File: src/rtl/seq_divider.sv
// seq_divider: radix-2 restoring divider, one quotient bit per clock.
// Optional two's-complement mode when DIV_SIGNED_EN is defined.
//
// Ports:
//   clk   rising-edge clock
//   rst   asynchronous active-high reset
//   start request, sampled in IDLE or DONE only
//   a, b  dividend / divisor, captured on an accepted start
//   busy  high while iterating
//   done  one-cycle pulse, q/r/dz valid
//   q, r  quotient / remainder, held until the next done
//   dz    divide-by-zero flag of the last operation
module seq_divider #(
  parameter int W = 8
) (
  input  logic         clk,
  input  logic         rst,
  input  logic         start,
  input  logic [W-1:0] a,
  input  logic [W-1:0] b,
  output logic         busy,
  output logic         done,
  output logic [W-1:0] q,
  output logic [W-1:0] r,
  output logic         dz
);

  localparam int CW = $clog2(W);

  typedef enum logic [1:0] {
    IDLE,
    RUN,
    DONE
  } state_t;

  state_t state;
  state_t state_nx;

  logic [W-1:0]  dvd;
  logic [W-1:0]  dvs;
  logic [W:0]    p;
  logic [CW-1:0] cnt;
  logic          dz_r;

  logic          accept;
  logic          last;
  logic [W:0]    p_sh;
  logic [W:0]    trial;
  logic          carry;
  logic [W:0]    p_nx;
  logic [W-1:0]  dvd_nx;
  logic [W-1:0]  ld_a;
  logic [W-1:0]  ld_b;
  logic [W-1:0]  q_fin;
  logic [W-1:0]  r_fin;

  // P never exceeds the divisor after a step, so its top bit stays 0.
  logic unused;
  assign unused = p[W];

  assign accept = start && (state != RUN);
  assign last   = (state == RUN) && (cnt == CW'(W - 1));
  assign busy   = (state == RUN);
  assign done   = (state == DONE);

  always_ff @(posedge clk or posedge rst) begin
    if (rst) begin
      state <= IDLE;
    end else begin
      state <= state_nx;
    end
  end

  always_comb begin
    state_nx = state;
    unique case (state)
      IDLE:    if (start) state_nx = RUN;
      RUN:     if (last) state_nx = DONE;
      DONE:    state_nx = start ? RUN : IDLE;
      default: state_nx = IDLE;
    endcase
  end

  // One restoring step: shift {P, dividend} left, then trial-subtract
  // the divisor as P + ~{0,divisor} + 1; the carry-out says T >= 0.
  always_comb begin
    p_sh           = {p[W-1:0], dvd[W-1]};
    {carry, trial} = {1'b0, p_sh}
                   + {1'b0, ~{1'b0, dvs}}
                   + {{(W + 1){1'b0}}, 1'b1};
    p_nx           = carry ? trial : p_sh;
    dvd_nx         = {dvd[W-2:0], carry};
  end

`ifdef DIV_SIGNED_EN
  logic qneg;
  logic rneg;

  assign ld_a = a[W-1] ? (W'(0) - a) : a;
  assign ld_b = b[W-1] ? (W'(0) - b) : b;

  // On divide-by-zero the quotient stays all ones; the remainder still
  // takes the dividend's sign, which restores r == a.
  always_comb begin
    q_fin = dvd_nx;
    r_fin = p_nx[W-1:0];
    if (qneg && !dz_r) q_fin = W'(0) - dvd_nx;
    if (rneg) r_fin = W'(0) - p_nx[W-1:0];
  end

  always_ff @(posedge clk or posedge rst) begin
    if (rst) begin
      qneg <= 1'b0;
      rneg <= 1'b0;
    end else if (accept) begin
      qneg <= a[W-1] ^ b[W-1];
      rneg <= a[W-1];
    end
  end
`else
  assign ld_a  = a;
  assign ld_b  = b;
  assign q_fin = dvd_nx;
  assign r_fin = p_nx[W-1:0];
`endif

  always_ff @(posedge clk or posedge rst) begin
    if (rst) begin
      dvd  <= '0;
      dvs  <= '0;
      p    <= '0;
      cnt  <= '0;
      dz_r <= 1'b0;
      q    <= '0;
      r    <= '0;
      dz   <= 1'b0;
    end else if (accept) begin
      dvd  <= ld_a;
      dvs  <= ld_b;
      p    <= '0;
      cnt  <= '0;
      dz_r <= (b == '0);
    end else if (state == RUN) begin
      dvd <= dvd_nx;
      p   <= p_nx;
      cnt <= cnt + CW'(1);
      if (last) begin
        q  <= q_fin;
        r  <= r_fin;
        dz <= dz_r;
      end
    end
  end

endmodule

File: config.mk
export PLATFORM = sky130hd
export DESIGN_NAME = seq_divider
export DESIGN_NICKNAME = d
export VERILOG_FILES = /design/src/rtl/seq_divider.sv
export SDC_FILE = /design/constraint.sdc
export NUM_CORES = 1
export LEC_CHECK = 0
export CORE_MARGIN = 2
export CORE_UTILIZATION = 40
export CTS_CLUSTER_SIZE = 30
export DETAILED_ROUTE_END_ITERATION = 8
export HOLD_SLACK_MARGIN = 0.1
export PLACE_DENSITY_LB_ADDON = 0.3
export SLEW_MARGIN = 0
export SYNTH_ARGS = -nofsm -noshare
export SYNTH_HDL_FRONTEND = slang
export SYNTH_SLANG_ARGS = --single-unit
File: constraint.sdc
create_clock -name clk -period 5.85 [get_ports clk]
set_clock_uncertainty 0.05 [all_clocks]
set_input_delay 1.17 -clock clk [delete_from_list [all_inputs] [get_ports clk]]
set_output_delay 1.17 -clock clk [all_outputs]
set_load 0.02 [all_outputs]
# Yosys cells after proc, flatten, opt, wreduce, memory -nomap -nowiden
# Cells that the tools add are included.
[op_classes]
n_mul = 0
div = 0
n_shift = 0
n_eq_ne = 6
n_addsub = 3
muxes = 11
n_reduce_logical = 7
order_cmp = 0
bitwise_logic = 2
[ops]
columns = ["cell", "count"]
rows = [
  ["$mux W8", 5],
  ["$add A10 B1 Y10 const B", 1],
  ["$add A9 B9 Y10", 1],
  ["$not A8 Y9", 1],
  ["$logic_not A8 Y1", 1],
  ["$mux W3", 2],
  ["$pmux W2 S3", 1],
  ["$mux W2", 2],
  ["$ne A2 B1 Y1 const B", 2],
  ["$add A3 B1 Y3 const B", 1],
  ["$eq A3 B3 Y1 const B", 1],
  ["$reduce_and A3 Y1", 1],
  ["$eq A2 B1 Y1 const B", 1],
  ["$eq A2 B2 Y1 const B", 1],
  ["$logic_and A1 B1 Y1", 2],
  ["$logic_not A2 Y1", 1],
  ["$ne A2 B2 Y1 const B", 1],
  ["$reduce_and A2 Y1", 1],
  ["$reduce_bool A2 Y1", 1],
  ["$mux W1", 1],
  ["$not A1 Y1", 1],
]
[totals]
elab_cells = 38
inputBits = 19
ram_bits = 0
memories = 0
out_inout_bits = 19
latch_bits = 0
register_bits = 47
romBits = 0

# Logic depth before layout (Yosys ltp)
[depth]
ltp_word = 6
depth_mapped = 9
depth_no_buf = 9

# Worst setup path before layout
# Ideal clock, no wire load.
[synth_path]
path_kind = "reg2out"
start = "reg state[1]"
end = "out busy"
path_slack_ps = 3643
n_path_buf = 1
arrival_time_ps = 987
path_stages_with_launch = 4
required_ps = 4630
path_cell_list = "dfrtp_1 nand2b_1 inv_1 clkbuf_1"
[synth_via]
elab_chain_cells = 1
[synth_rtl]
columns = ["item", "line_no", "source"]
rows = [
  ["start: declaration", "36", "state_t state;"],
  ["start signal: assignment", "70", "state <= state_nx;"],
  ["$eq A2 B1 Y1", "63", "assign busy = (state == RUN);"],
  ["end: declaration", "21", "output logic busy,"],
]
# Every way passes these cells.

# Worst setup path after layout
# Ends and elaborated chain as after synthesis.

==> impl_metrics.toml <==
[yosys]
synth_area_leaders = "dfrtp_1, mux2_2, o21ai_0"
synth_top_family_by_area = "compound AO/OA/AOI/OAI gates"
syn_avg_cell_area_um2 = 10.5
synthFlopType = "dfrtp_1"
yosys.area_share.xor_xnor_pct = 1.47
netlist_area_um2 = 2380
yosys.area_share.simple_pct = 12.0
synth.top_cell.area_share_pct = 49.4
synth_cell_types = 37
muxShareOfSynthArea_pct = 12.6
synth_seq_cells = 47
postSynthCellCount = 227
synth_edf_count = 0
synth_top_area_cell = "dfrtp_1"
synth_compound_area_share_pct = 13.3
yosys_warnings = 0
synth-adder-area-share_pct = 6.10
synth-seq-area-share_pct = 49.4
syn_nets = 257
async_reset_ff_share_pct = 100

[pwr]
power.switching_w = 0.000815
p_clk_share_pct = 13.0
cellLeakagePower_nw = 1.30
power_density_nw_per_um2 = 648
combPwrFrac_pct = 56.1
swShare_pct = 43.4
sequentialPowerShare_pct = 31.0
intPower_w = 0.00106
vdd_drop_max_mv = 0.238
finalPower_w = 0.00188

[sta]
fmax_mhz = 277
setup_viol = 0
setup_ws_ns = 2.24
final.setup.tns_ns = 0
relSlewSlack_pct = 37.3
period_share_pct = 61.8
rsz0062_at_grt = "false"
slew_violations = 0
tightest_slew_ns = 0.939
hold_ws_ns = 0.433
post-route-min-period_ns = 3.61
hold_viol_final = 0

[critical_path]
crit_slowest_cell = "clkdlybuf4s50_1"
crit_type = "reg2out"
cp.arrival_ns = 2.39
slowest_delay_ns = 0.71
path_cells = "nand2b_1 -> inv_1 -> clkdlybuf4s50_1"
crit_required_ns = 4.63
critPathMaxFanout = 22
end_kind = "output port"
start_kind = "flop"

[run]
maxCapViolCount = 0

[cts]
clock_path_buffers = 2
post_cts_buffers = 0
holdBufCountCts = 0
ctsResizeCount = 0
cts_buffers = 5
clkSlewWorstSetupHoldPaths_ns = 0.09
h-tree-depth = 2
insertion_delay_ns = 0.30
root_buffer = "clkbuf_8"
cts_tree = "built"
cts.sinks = 47

[final_layout]
final_cell_mix = "dfrtp_1, clkdlybuf4s50_1, nand2_1"
multi_input_area_um2 = 1080
regArea_um2 = 1180
fillers = 560
fin_nets = 290
drive_above_1_share_pct = 10.7
area_growth_syn_to_layout_pct = 21.8
diodes = 0
final_common_cell = "dfrtp_1"

[route]
antenna_left = 0
drt_first_pass_iters = 4
via_per_inst = 5.12
num_vias = 1719
drt-initial-drc-count = 78
wl_mm = 4.58
route.detailed.drc = 0
wl_per_cell_um = 13.6

[floorplanning]
rows = 28
die_width_um = 81.1
die_h_um = 81.1
coreArea_um2 = 5850
io_pins = 38
die_area_um2 = 6580
initial_core_util_pct = 40.7

[global_route]
antenna_found_initial = 0
grt_pass1_wl_mm = 8.01
grt_usage_pct = 16.2
grt_pass1_vias = 1656
grt_overflow_total = 0
grt_start_max_net_pins = 48

[place]
dp_hpwl_mm = 3.38
gp_congestion = 0.862
io_buffers = 37
pre_cts_slack_ns = 2.57

[min_path]
worstHoldPathType = "reg2reg"

[status]
status = "finished, final reports clean"
[power by group through the flow]
stage          sequential, W  combinational [W]  clock [W]
2_1_floorplan       0.000633           0.000723          0
3_3_place_gp        0.000586            0.00103          0
3_5_place_dp        0.000590            0.00105          0
4_1_cts             0.000584            0.00106   0.000252
5_1_grt             0.000605            0.00119   0.000266
6_report            0.000582            0.00105   0.000244
[sequential cells by signal, indices dropped and copies added (netlist names)]
register and cells:
dvd 8, dvs 8, p 8, q 8, r 8, cnt 3, state 2, dz 1
dz_r 1
[worst max-delay path: cells and delay by family, from the launching register on]
kind                   cells  cell delay [ns]
and+or+nand+nor            1             0.44
buffers and inverters      2             1.28
DFF                        1             0.38
[final cells by class]
type / count / share of cell area, %
Timing Repair Buffer: 37 / 12.8
Tap cell: 75 / 3.24
Sequential cell: 47 / 40.6
Clock buffer: 5 / 2.37
Clock inverter: 3 / 1.64
Inverter: 16 / 2.07
Multi-Input combinational cell: 153 / 37.3
[synth_stat cells (all sizes together), types with 2 or more instances]
cell	n
buf	4
dfrtp	47
mux2i	12
a31oi	4
a211oi	3
nor2	6
mux2	16
xnor2	2
nand2	28
clkbuf	7
xor2	2
o21ai	33
nor4	2
inv	16
nor3b	3
nand2b	2
nand3	11
a21oi	5
ha	10
[stage by stage]
| stage | std cells | util (%) | instance area (um2) |
|---|---|---|---|
| floorplan | 227 | - | 2380 |
| global placement | 328 | 47.6 | 2780 |
| detailed placement | 328 | 47.6 | 2780 |
| CTS | 336 | 49.6 | 2900 |
| global route | 336 | 49.6 | 2900 |
| finish | 336 | 49.6 | 2900 |
[cells by family after synthesis]
family	count (synthesis)
AO/OA/AOI/OAI	51
XOR/XNOR	4
adder cells (fa/ha/maj)	11
buffers and inverters	27
flip-flops	47
multiplexers	28
AND/OR/NAND/NOR	59
[final timing paths]
| path | startpoint | endpoint | slack (ns) | cells after the start |
|---|---|---|---|---|
| setup / recovery | state[1] | busy | 2.24 | 3 |
| setup reg to reg | state[1] | q[7] | 3.02 | 5 |
| min in group asynchronous | rst | q[4] | 1.34 | 2 |
| hold / removal | r[0] | r[0] | 0.43 | 2 |
| max in group asynchronous | rst | p[4] | 3.83 | 2 |
| hold reg to reg | r[0] | r[0] | 0.43 | 2 |
[routing by layer]
metal  vias up  track usage, %  share of wire (%)
li1        857               -                  -
met1       804            22.4                 47
met2        51            24.7                 45
met3         7            3.00                5.8
met4         0            7.46                2.0
met5         -               0                  0
(Power assumes the default switching activity.)
